<file path="src/rtl/irq_ack_decoder_if.sv">
// rtl/irq_ack_decoder_if.sv - cause-index handshake between the priority encoder and the ack decoder
interface irq_ack_decoder_if #(
  parameter int IDX_W = 3
);
  logic             req_valid;
  logic [IDX_W-1:0] req_idx;
  logic             req_ready;

  // Priority encoder side: offers an index, sees acceptance.
  modport master (output req_valid, output req_idx, input req_ready);
  // Decoder side: consumes an index, signals readiness.
  modport slave  (input req_valid, input req_idx, output req_ready);
endinterface

</file>
<file path="src/rtl/irq_ack_decoder.sv">
// rtl/irq_ack_decoder.sv - index-to-one-hot interrupt acknowledge with in-service tracking; optional feature macro ACK_TIMEOUT_EN
module irq_ack_decoder #(
  parameter int LINES      = 8,
  parameter int IDX_W      = 3,
  parameter int ACK_CYCLES = 2,
  parameter int TIMEOUT    = 64
) (
  input  logic             clk,
  input  logic             reset,
  irq_ack_decoder_if.slave req,
  input  logic [LINES-1:0] irq_lines,
  output logic [LINES-1:0] ack,
  input  logic             eoi,
  input  logic [IDX_W-1:0] eoi_idx,
  output logic [LINES-1:0] in_service,
  output logic             spurious
`ifdef ACK_TIMEOUT_EN
  ,
  output logic             timeout_err
`endif
);

  // Reject parameter sets the datapath cannot represent.
  if (LINES != (1 << IDX_W) || ACK_CYCLES < 1 || ACK_CYCLES > 15 || TIMEOUT < 1) begin : g_bad_params
    $error("irq_ack_decoder: illegal parameter combination");
  end

  typedef enum logic [1:0] {
    IDLE      = 2'd0,
    ACK       = 2'd1,
    WAIT_DROP = 2'd2
  } state_t;

  state_t           state_q;
  logic [3:0]       cnt_q;
  logic [IDX_W-1:0] idx_q;
  logic [LINES-1:0] ack_q;
  logic [LINES-1:0] in_service_q;
  logic [LINES-1:0] in_service_d;
  logic             spurious_q;

  logic             accept;
  logic             take;
  logic             drop;
  logic             timeout_fire;
  logic [LINES-1:0] eoi_mask;
  logic [LINES-1:0] in_service_eoi;

  // While reset is held the state already reads IDLE, so ready is also gated by reset.
  assign req.req_ready = reset && (state_q == IDLE);

  assign accept         = req.req_valid && req.req_ready;
  assign eoi_mask       = eoi ? (LINES'(1) << eoi_idx) : '0;
  // EOI clears before the in-service test, so a same-cycle EOI lets the line be re-acked.
  assign in_service_eoi = in_service_q & ~eoi_mask;
  assign take           = accept && !in_service_eoi[req.req_idx] && irq_lines[req.req_idx];
  assign drop           = accept && !take;

`ifdef ACK_TIMEOUT_EN
  localparam int TO_W = $clog2(TIMEOUT + 1);

  logic [TO_W-1:0] wd_cnt_q;
  logic            timeout_err_q;

  assign timeout_fire = (state_q == WAIT_DROP) && irq_lines[idx_q] &&
                        (wd_cnt_q == TO_W'(TIMEOUT - 1));
  assign timeout_err  = timeout_err_q;

  // WAIT_DROP watchdog: restarts on every entry, sticky error on expiry.
  always_ff @(posedge clk or negedge reset) begin
    if (!reset) begin
      wd_cnt_q      <= '0;
      timeout_err_q <= 1'b0;
    end else begin
      if (state_q == WAIT_DROP) begin
        wd_cnt_q <= wd_cnt_q + TO_W'(1);
      end else begin
        wd_cnt_q <= '0;
      end
      if (timeout_fire) begin
        timeout_err_q <= 1'b1;
      end
    end
  end
`else
  assign timeout_fire = 1'b0;
`endif

  // In-service update order: EOI clear, timeout clear, then acknowledge set.
  always_comb begin
    in_service_d = in_service_eoi;
    if (timeout_fire) begin
      in_service_d[idx_q] = 1'b0;
    end
    if (take) begin
      in_service_d[req.req_idx] = 1'b1;
    end
  end

  // Acknowledge FSM with registered ack/spurious/in-service outputs.
  always_ff @(posedge clk or negedge reset) begin
    if (!reset) begin
      state_q      <= IDLE;
      cnt_q        <= 4'd0;
      idx_q        <= '0;
      ack_q        <= '0;
      in_service_q <= '0;
      spurious_q   <= 1'b0;
    end else begin
      in_service_q <= in_service_d;
      spurious_q   <= drop;
      case (state_q)
        IDLE: begin
          if (take) begin
            idx_q   <= req.req_idx;
            ack_q   <= LINES'(1) << req.req_idx;
            cnt_q   <= 4'd0;
            state_q <= ACK;
          end
        end
        ACK: begin
          if (cnt_q == 4'(ACK_CYCLES - 1)) begin
            ack_q   <= '0;
            state_q <= WAIT_DROP;
          end else begin
            cnt_q <= cnt_q + 4'd1;
          end
        end
        WAIT_DROP: begin
          if (!irq_lines[idx_q] || timeout_fire) begin
            state_q <= IDLE;
          end
        end
        default: begin
          ack_q   <= '0;
          state_q <= IDLE;
        end
      endcase
    end
  end

  assign ack        = ack_q;
  assign in_service = in_service_q;
  assign spurious   = spurious_q;

endmodule

</file>
<file path="src/flat_wrapper.sv">
// flat-port wrapper written by rule: the top's interface ports become plain ports
module irq_ack_decoder_flat 
#(
  parameter int LINES      = 8,
  parameter int IDX_W      = 3,
  parameter int ACK_CYCLES = 2,
  parameter int TIMEOUT    = 64
)
  (clk, reset, irq_lines, ack, eoi, eoi_idx, in_service, spurious, req_req_valid, req_req_idx, req_req_ready);
  irq_ack_decoder_if #(.IDX_W(IDX_W)) req_i ();
  input  logic clk;
  input  logic reset;
  input  logic [LINES-1:0] irq_lines;
  output logic [LINES-1:0] ack;
  input  logic eoi;
  input  logic [IDX_W-1:0] eoi_idx;
  output logic [LINES-1:0] in_service;
  output logic spurious;
  input wire logic [$bits(req_i.req_valid)-1:0] req_req_valid;
  input wire logic [$bits(req_i.req_idx)-1:0] req_req_idx;
  output wire logic [$bits(req_i.req_ready)-1:0] req_req_ready;
  assign req_i.req_valid = req_req_valid;
  assign req_i.req_idx = req_req_idx;
  assign req_req_ready = req_i.req_ready;
  irq_ack_decoder #(.LINES(LINES), .IDX_W(IDX_W), .ACK_CYCLES(ACK_CYCLES), .TIMEOUT(TIMEOUT)) u_core (.clk(clk), .reset(reset), .req(req_i), .irq_lines(irq_lines), .ack(ack), .eoi(eoi), .eoi_idx(eoi_idx), .in_service(in_service), .spurious(spurious));
endmodule
</file>
<file path="config.mk">
export PLATFORM = sky130hd
export DESIGN_NAME = irq_ack_decoder_flat
export DESIGN_NICKNAME = d
export VERILOG_FILES = /design/src/rtl/irq_ack_decoder_if.sv /design/src/rtl/irq_ack_decoder.sv /design/src/flat_wrapper.sv
export SDC_FILE = /design/constraint.sdc
export NUM_CORES = 1
export LEC_CHECK = 0
export CAP_MARGIN = 25
export CORE_MARGIN = 3
export CORE_UTILIZATION = 51
export CTS_CLUSTER_SIZE = 28
export DETAILED_ROUTE_END_ITERATION = 8
export PLACE_DENSITY = 0.95
export SETUP_SLACK_MARGIN = 0.2
export SYNTH_ARGS = -nofsm -noshare
export SYNTH_HDL_FRONTEND = slang
export SYNTH_SLANG_ARGS = --single-unit
</file>
<file path="constraint.sdc">
create_clock -name clk -period 2.2 [get_ports clk]
set_clock_uncertainty 0.1 [all_clocks]
set_input_delay 0.44 -clock clk [delete_from_list [all_inputs] [get_ports clk]]
set_output_delay 0.44 -clock clk [all_outputs]
set_load 0.005 [all_outputs]
</file>
==> results of run 1 <==
==> cell usage after synthesis, types with 3 or more instances <==
library cell	count
dfrtp_1	26
nand2_1	13
nor2_1	10
o21ai_0	10
nand2b_1	7
o31ai_1	5
a22o_1	4
nor3b_1	4
a22oi_1	3
a2bb2o_1	3
and2_1	3
nand3_1	3
nor2b_1	3
==> stage by stage <==
| step | setup slack, ns | hold WS, ns | cell area [µm²] | instances |
|---|---|---|---|---|
| finish | 0.231 | 0.387 | 1980 | 215 |
| global route | 0.205 | 0.388 | 1980 | 215 |
| CTS | 0.221 | 0.436 | 1970 | 214 |
| detailed placement | -0.463 | 0.389 | 1820 | 204 |
| global placement | -0.333 | 0.380 | 1820 | 204 |
| floorplan | 0.259 | 0.0444 | 1330 | 127 |
==> timing repair <==
| action | 4_1_cts | 5_1_grt |
|---|---|---|
| gates cloned | 1 | 0 |
| pin swaps | 6 | 0 |
| endpoints found under the setup margin | 25 | 17 |
| buffers inserted | 5 | 0 |
| gates resized for setup | 25 | 11 |
==> cell families after synthesis <==
family / after synthesis
AO/OA/AOI/OAI: 35
XOR/XNOR: 2
adder cells (fa/ha/maj): 2
buffers and inverters: 7
flip-flops: 26
multiplexers: 4
AND/OR/NAND/NOR: 51
==> how the worst min path moves through the flow <==
stage,startpoint,end,slack (ns),cells after the start
6_report,req_req_idx[1],u_core.idx_q[1]$_DFFE_PN0P_,0.39,2
5_1_grt,req_req_idx[1],u_core.idx_q[1]$_DFFE_PN0P_,0.39,2
4_1_cts,u_core.ack[4]$_DFFE_PN0P_,u_core.ack[4]$_DFFE_PN0P_,0.44,1
3_5_place_dp,u_core.ack[4]$_DFFE_PN0P_,u_core.ack[4]$_DFFE_PN0P_,0.39,1
3_3_place_gp,u_core.ack[7]$_DFFE_PN0P_,u_core.ack[7]$_DFFE_PN0P_,0.38,1
2_1_floorplan,reset,u_core.ack[0]$_DFFE_PN0P_,0.04,0
==> per-layer routing <==
layer	GRT usage	routed length, µm
met1	0.379	1770
met2	0.485	2190
met3	0.0633	423
met4	0.166	208
met5	0	0
==> flip-flops by register name (all words and copies together) (netlist names) <==
register and cells:
u_core.in_service 8, u_core.state_q 2, u_core.cnt_q 4, u_core.idx_q 3, u_core.ack 8, u_core.spurious 1
==> power by group <==
group          switching, mW  internal, mW  total (mW)
registers              0.144         0.624       0.768
clock network          0.147         0.184       0.332
logic                  0.333         0.412       0.745
total                  0.624          1.22        1.84
==> area by class of cell <==
type / count / area [µm²]
timing repair buffer: 59 / 515
clock buffer: 3 / 22.5
inverter: 2 / 7.51
antenna: 1 / 2.50
tap: 28 / 35.0
sequential: 26 / 651
clock inverter: 1 / 30.0
fill: 119 / 355
multi-input combinational: 95 / 721
==> critical path, cell delays in order <==
cell and delay [ns]:
clkdlybuf4s50_1 0.53, nor3b_2 0.22, clkdlybuf4s15_1 0.24
==> flow_summary.json, run 1 <==
{
  "status": "complete, no violations",
  "yosysWarnings": 0,
  "syn_inst": 127,
  "endpoint": "req_req_ready",
  "grt_pass1_vias": 1469,
  "drive_above_1_share": 0.280,
  "yosys.area_share.simple": 0.202,
  "startpoint_type": "input pin",
  "routed_via_density": 6.25,
  "post-route-period-util": 0.895,
  "synth_cell_type_count": 37,
  "clockBufferDepth": 2,
  "yosysSeqAreaShare": 0.490,
  "fmax_ghz": 0.508,
  "synth_area_leaders": "dfrtp_1 49%, o21ai_0 3.8%, nand2_1 3.7%",
  "crit_start": "reset",
  "detail_route.wl_per_cell_um": 21.4,
  "ir_drop_v": 0.000664,
  "area_growth_pct": 49.3,
  "yosysTopAreaCellShare": 0.490,
  "tightest_slew_ns": 0.412,
  "hpwl_um": 3140,
  "synth_area_um2": 1330,
  "rsz0062_at_grt": "false",
  "arrival_ns": 1.43,
  "dieArea_um2": 3250,
  "cts_num_sinks": 26,
  "regToRegSetupSlack_ns": 0.45,
  "synth.avg_cell_area_um2": 10.5,
  "drt_wl_total_um": 4600,
  "clk_pin_slew_worst_paths_ns": 0.14,
  "synth_fa_ha_area_frac": 0.0188,
  "io_pins": 36,
  "ff2ff_path_depth": 7,
  "setup_violations": 0,
  "grt_max_degree": 27,
  "powerDensity_nw_per_um2": 929,
  "cp_max_fo": 2,
  "final_cell_mix": "27 x clkdlybuf4s50_1, 26 x dfrtp_1, 24 x buf_4, 12 x nand2_1, 10 x nor2_1",
  "synth_xor_xnor_area_share": 0.0132,
  "gr-total-overflow": 0,
  "synthFlopType": "dfrtp_1",
  "relSlewSlack": 0.723,
  "start_util": 0.568,
  "worstReg2RegEnd": "u_core.ack[7]$_DFFE_PN0P_",
  "ys_ff_latch": 26,
  "worstPathRequired_ns": 1.66,
  "cp-end-kind": "primary output",
  "nets": 207,
  "hold_viol_final": 0,
  "drt_iter0_markers": 99,
  "portBuffers": 35,
  "clock_latency_ns": 0.33,
  "fin_crit_ns": 1.97,
  "numCtsBuffers": 3,
  "hold_class": "in -> reg",
  "synth_edf_count": 0,
  "synth_top_family_by_area": "simple AND/OR/NAND/NOR gates",
  "dr.pass1.iters": 5,
  "core_area_um2": 2340,
  "synth.net_count": 147,
  "fin_util": 0.848,
  "synthMuxAreaShare": 0.0508,
  "antenna_found_initial": 1,
  "reg2reg_from": "u_core.cnt_q[1]$_DFFE_PN0P_",
  "path_class": "in -> out",
  "tns_ns": 0,
  "slew_viol_final": 0,
  "final_antenna_net_count": 0,
  "maxCapViolations": 0,
  "clockRootBuffer": "clkbuf_4",
  "synth_top_area_cell": "dfrtp_1",
  "p_leak_nw": 0.901,
  "grt_first_pass_wirelength_um": 7450,
  "grt_use_total": 0.301,
  "final_common_cell": "clkdlybuf4s50_1",
  "total_power_mw": 1.84,
  "synthArstFlopShare": 1.00,
  "holdBufCountCts": 0,
  "tritoncts": "done",
  "h-tree-depth": 1,
  "num_vias": 1344,
  "synth_compound_area_frac": 0.194,
  "drc": 0,
  "chipWidth_um": 57.0,
  "row_count": 17,
  "gp_congestion": 0.958,
  "die_y_um": 57.0
}
Power figures use the tool's default switching activity.
==> run 2: changes to the inputs <==
Settings changed: RECOVER_POWER set to 100.
==> flow_summary.json, run 2 (synthesis gave the netlist of run 1 again) <==
{
  "final_common_cell": "dfrtp_1",
  "num_vias": 1355,
  "cp-end-kind": "register",
  "tns_ns": 0,
  "fin_crit_ns": 2.04,
  "row_count": 17,
  "chipWidth_um": 57.0,
  "min_path_cells": 2,
  "drt_wl_total_um": 4570,
  "drc": 0,
  "tritoncts": "done",
  "tightest_slew_ns": 0.409,
  "fmax_ghz": 0.489,
  "routed_via_density": 6.30,
  "p_leak_nw": 0.938,
  "clockBufferDepth": 2,
  "worstPathCellList": "dlygate4sd3_1 -> nor3b_2 -> and2_2 -> nand2_1 -> buf_4 -> o31ai_1",
  "die_y_um": 57.0,
  "path_class": "in -> reg",
  "drive_above_1_share": 0.258,
  "portBuffers": 35,
  "hpwl_um": 3140,
  "cp_slowest_cell": "dlygate4sd3_1",
  "rsz0062_at_grt": "false",
  "numCtsBuffers": 3,
  "clockRootBuffer": "clkbuf_4",
  "area_growth_pct": 47.6,
  "slew_viol_final": 0,
  "grt_pass1_vias": 1469,
  "setup_slack_ns": 0.156,
  "final_antenna_net_count": 0,
  "final_cell_mix": "26 x dfrtp_1, 20 x buf_4, 19 x dlygate4sd3_1, 13 x nand2_1, 10 x nor2_1",
  "setup_violations": 0,
  "gp_congestion": 0.958,
  "cp_max_fo": 6,
  "gr-total-overflow": 0,
  "nets": 207,
  "drt_iter0_markers": 72,
  "ff2ff_path_depth": 5,
  "io_pins": 36,
  "core_area_um2": 2340,
  "multi_input_area_um2": 701,
  "dpl_worst_slack_ns": -0.463,
  "detail_route.wl_per_cell_um": 21.3,
  "h-tree-depth": 1,
  "worstPathRequired_ns": 2.34,
  "cts_num_sinks": 26,
  "arrival_ns": 2.18,
  "status": "complete, no violations",
  "hold_viol_final": 0,
  "relSlewSlack": 0.728,
  "clock_latency_ns": 0.34,
  "grt_first_pass_wirelength_um": 7450,
  "dr.pass1.iters": 4,
  "antenna_found_initial": 1,
  "powerDensity_nw_per_um2": 917,
  "hold_class": "in -> reg",
  "start_util": 0.568,
  "grt_use_total": 0.301,
  "n_fill_cell": 123,
  "cpPeakStageDelay_ns": 0.60,
  "post-route-period-util": 0.929,
  "maxCapViolations": 0,
  "clk_pin_slew_worst_paths_ns": 0.14,
  "register_area_um2": 651,
  "startpoint_type": "input pin",
  "ir_drop_v": 0.000674,
  "dieArea_um2": 3250,
  "grt_max_degree": 27
}
## run 2: cell count changes in the layout (fill, tap and decap cells not counted), sizes merged
cell | previous run | this run
buf | 24 | 20
clkbuf | 5 | 9
clkdlybuf4s50 | 27 | 8
dlygate4sd3 | 0 | 19
## run 2: report_power, final
| group | switching (mW) | leakage [nW] | internal [mW] | total [mW] |
|---|---|---|---|---|
| Clock | 0.152 | 0.0279 | 0.185 | 0.337 |
| Sequential | 0.140 | 0.346 | 0.624 | 0.764 |
| Combinational | 0.327 | 0.565 | 0.371 | 0.698 |
| Total | 0.619 | 0.938 | 1.18 | 1.80 |
## run 2: cell type report
type | count | share of cell area
inverter | 2 | 0.00383
antenna | 1 | 0.00128
tap | 28 | 0.0179
multi-input combinational | 95 | 0.357
clock inverter | 1 | 0.0153
sequential | 26 | 0.332
clock buffer | 3 | 0.0115
timing repair buffer | 59 | 0.261
## run 2: per-layer routing
| metal | wire, µm | up-vias | GRT usage |
|---|---|---|---|
| met4 | 219 | 0 | 0.166 |
| met3 | 365 | 21 | 0.0633 |
| met5 | 0 | - | 0 |
| met2 | 2150 | 88 | 0.485 |
| li1 | - | 584 | - |
| met1 | 1830 | 662 | 0.379 |
## run 2: per-stage QoR
step | cell area [µm²] | power [mW] | util | instances | hold slack (ns)
2_1_floorplan | 1330 | 1.06 | - | 127 | 0.0444
3_3_place_gp | 1820 | 1.38 | 0.779 | 204 | 0.380
3_5_place_dp | 1820 | 1.44 | 0.779 | 204 | 0.389
4_1_cts | 1970 | 1.81 | 0.843 | 214 | 0.436
5_1_grt | 1960 | 1.89 | 0.838 | 215 | 0.389
6_report | 1960 | 1.80 | 0.838 | 215 | 0.379
## run 2: worst max-delay path: cells and delay by family
family,cells,cell delay [ns]
compound gates,1,0.25
buf+inv,2,0.81
simple gates,3,0.67
## run 2: final timing paths
check / startpoint / to / slack, ns
setup / recovery: reset / u_core.in_service[4]$_DFF_PN0_ / 0.16
hold / removal: req_req_idx[1] / u_core.idx_q[1]$_DFFE_PN0P_ / 0.38
setup reg to reg: u_core.state_q[0]$_DFFE_PN0P_ / u_core.in_service[4]$_DFF_PN0_ / 0.39
hold reg to reg: u_core.ack[1]$_DFFE_PN0P_ / u_core.ack[1]$_DFFE_PN0P_ / 0.43
max in group asynchronous: reset / u_core.in_service[7]$_DFF_PN0_ / 1.22
min in group asynchronous: reset / u_core.ack[3]$_DFFE_PN0P_ / 0.53
## run 2: repair_timing
action,in CTS,in global routing
pin swaps,6,0
resized for setup,25,11
hold buffers,0,0
buffers inserted,5,0
setup endpoints to repair,25,17
cloned,1,0
endpoints found under the hold margin,0,0
==> run 3: changes to the inputs <==
Settings changed: ABC_AREA set to 1.
==> flow_summary.json, run 3 <==
{
  "yosysMostFrequentCell": "nand2_1",
  "core_area_um2": 2360,
  "cp_slowest_cell": "clkdlybuf4s50_1",
  "yosysSeqAreaShare": 0.483,
  "synthFlopType": "dfrtp_1",
  "post-route-period-util": 0.875,
  "synth_commonest_cells": "66 x nand2_1, 26 x dfrtp_1, 21 x inv_1",
  "nets": 255,
  "start_util": 0.570,
  "ys_ff_latch": 26,
  "row_count": 17,
  "power.switching_mw": 0.594,
  "tritoncts": "done",
  "synth_edf_count": 0,
  "synth_top_area_cell": "dfrtp_1",
  "pwr-share-comb": 0.378,
  "h-tree-depth": 1,
  "final_cell_mix": "68 x nand2_1, 26 x dfrtp_1, 22 x inv_1, 17 x dlygate4sd3_1, 15 x nor2_1",
  "relSlewSlack": 0.0805,
  "multi_input_area_um2": 611,
  "drt_iter0_markers": 81,
  "grt_first_pass_wirelength_um": 5870,
  "maxCapViolations": 0,
  "dieArea_um2": 3290,
  "fin_crit_ns": 1.93,
  "diodes": 0,
  "synth.net_count": 201,
  "p_leak_nw": 1.11,
  "drc": 0,
  "clkPwrFrac": 0.203,
  "numCtsBuffers": 3,
  "area_growth_pct": 41.5,
  "synth_area_leaders": "dfrtp_1 48%, nand2_1 18%, inv_1 5.9%",
  "status": "complete, no violations",
  "synth_area_um2": 1350,
  "clk_pin_slew_worst_paths_ns": 0.14,
  "place_area_um2": 1830,
  "setup_violations": 0,
  "gp_congestion": 0.823,
  "register_area_um2": 651,
  "ff2ff_path_depth": 8,
  "pwr-share-seq": 0.419,
  "grtUsageMet3": 0.0498,
  "fmax_ghz": 0.519,
  "crit_top_cell": "nand2_1",
  "arrival_ns": 2.06,
  "routed_via_density": 5.09,
  "dr.pass1.iters": 5,
  "grt_max_degree": 27,
  "num_vias": 1334,
  "synth_cell_type_count": 22,
  "top_usage_layer": "met2",
  "yosysTopAreaCellShare": 0.483,
  "rsz0062_at_grt": "false",
  "n_fill_cell": 161,
  "synth.avg_cell_area_um2": 7.44,
  "clockRootBuffer": "clkbuf_4",
  "final_common_cell": "nand2_1",
  "hpwl_um": 2570,
  "chipWidth_um": 57.4,
  "io_pins": 36,
  "path_class": "in -> reg",
  "dp_cells": 257,
  "cp_max_fo": 8,
  "holdBufCountCts": 0,
  "grt_use_total": 0.226,
  "use_met1": 0.305,
  "total_power_mw": 1.65,
  "cpPeakStageDelay_ns": 0.47,
  "p_int_mw": 1.05,
  "p_sw_frac": 0.361,
  "clockBufferDepth": 2,
  "cp-end-kind": "register",
  "startpoint_type": "input pin",
  "drive_above_1_share": 0.120,
  "drt_wl_total_um": 3450,
  "die_y_um": 57.4,
  "hold_class": "reg -> reg",
  "powerDensity_nw_per_um2": 864,
  "grt_pass1_vias": 1333,
  "tightest_slew_ns": 1.38,
  "yosysWarnings": 0,
  "syn_inst": 181,
  "min_path_cells": 2,
  "portBuffers": 35,
  "gr-total-overflow": 0,
  "cts_num_sinks": 26,
  "worstPathRequired_ns": 2.33,
  "antenna_found_initial": 0,
  "grt_util_met2": 0.373,
  "worstPathCellList": "clkdlybuf4s50_1 -> inv_1 -> nor2_4 -> nand2_1 -> nand3_1 -> nand2_1 -> nor2_1 -> nand2_1 -> nand2_1 -> nand2_4 -> nand2_1 -> nand3_4 -> nand2_1 -> nand2_1",
  "hold_viol_final": 0,
  "final_cells": 262,
  "synthArstFlopShare": 1.00,
  "ir_drop_v": 0.000829,
  "detail_route.wl_per_cell_um": 13.2,
  "final_area_um2": 1910,
  "final_antenna_net_count": 0,
  "slew_viol_final": 0,
  "clock_latency_ns": 0.33
}
run 3: cell count changes in the layout (fill, tap and decap cells not counted), sizes merged, moves of 4 or more:
| cell | change |
|---|---|
| nand2 | +54 |
| inv | +24 |
| nor2 | +11 |
| nand3 | +10 |
| buf | -8 |
| nand2b | -7 |
| dlymetal6s2s | +5 |
| o31ai | -5 |
| a22o | -4 |
| a2bb2o | -4 |
| clkbuf | -4 |
| clkdlybuf4s50 | +4 |
| nor3b | -4 |
run 3: path summary, 6_finish.rpt:
path | startpoint | endpoint | slack (ns)
worst max-delay path | eoi | u_core.ack[6]$_DFFE_PN0P_ | 0.27
min in group asynchronous | reset | u_core.spurious$_DFF_PN0_ | 0.79
worst min-delay path | u_core.ack[1]$_DFFE_PN0P_ | u_core.ack[1]$_DFFE_PN0P_ | 0.38
max in group asynchronous | reset | u_core.in_service[3]$_DFF_PN0_ | 0.40
worst max register to register | u_core.state_q[1]$_DFFE_PN0P_ | u_core.cnt_q[2]$_DFFE_PN0P_ | 0.51
worst min register to register | u_core.ack[1]$_DFFE_PN0P_ | u_core.ack[1]$_DFFE_PN0P_ | 0.38
run 3: layout make-up:
class	instances	area share
Sequential cell	26	0.341
Multi-Input combinational cell	129	0.320
Tap cell	28	0.0184
Clock buffer	3	0.0118
Clock inverter	1	0.0158
Inverter	26	0.0512
Timing Repair Buffer	49	0.241
run 3: power groups by stage:
| stage | combinational, mW | clock [mW] | sequential (mW) |
|---|---|---|---|
| after global placement | 0.601 | 0 | 0.698 |
| after CTS | 0.638 | 0.338 | 0.689 |
| after global routing | 0.705 | 0.354 | 0.702 |
| final | 0.621 | 0.334 | 0.690 |
| after detailed placement | 0.620 | 0 | 0.700 |
| after floorplan | 0.344 | 0 | 0.686 |
run 3: metrics by stage:
step           worst slack (ns)  TNS, ns   util  hold WS [ns]
2_1_floorplan             0.573        0      -        0.0444
3_3_place_gp            -0.0664   -0.580  0.775         0.365
3_5_place_dp             -0.139    -1.74  0.775         0.361
4_1_cts                   0.203        0  0.801         0.395
5_1_grt                   0.111        0  0.807         0.401
6_report                  0.275        0  0.807         0.385
run 3: cells by family after synthesis:
kind of cell | synth area share
DFF | 0.483
xor gates and xnor gates | 0.0130
adders and majority gates | 0.0186
and+or+nand+nor | 0.324
buffers and inverters | 0.0725
AOI/OAI and AO/OA | 0.0883
run 3: timing repair:
| action | CTS | global route |
|---|---|---|
| buffers inserted | 1 | 0 |
| gates resized for setup | 2 | 11 |
| endpoints found under the setup margin | 1 | 24 |
run 3: worst max-delay path, delay by kind of cell:
family                 cells  cell delay (ns)
buffers and inverters      2             0.54
AND/OR/NAND/NOR           12             1.07
run 3: layer usage:
layer | vias up | routed length (µm)
li1 | 670 | -
met1 | 606 | 1530
met2 | 54 | 1660
met3 | 4 | 233
met4 | 0 | 25
met5 | - | 0
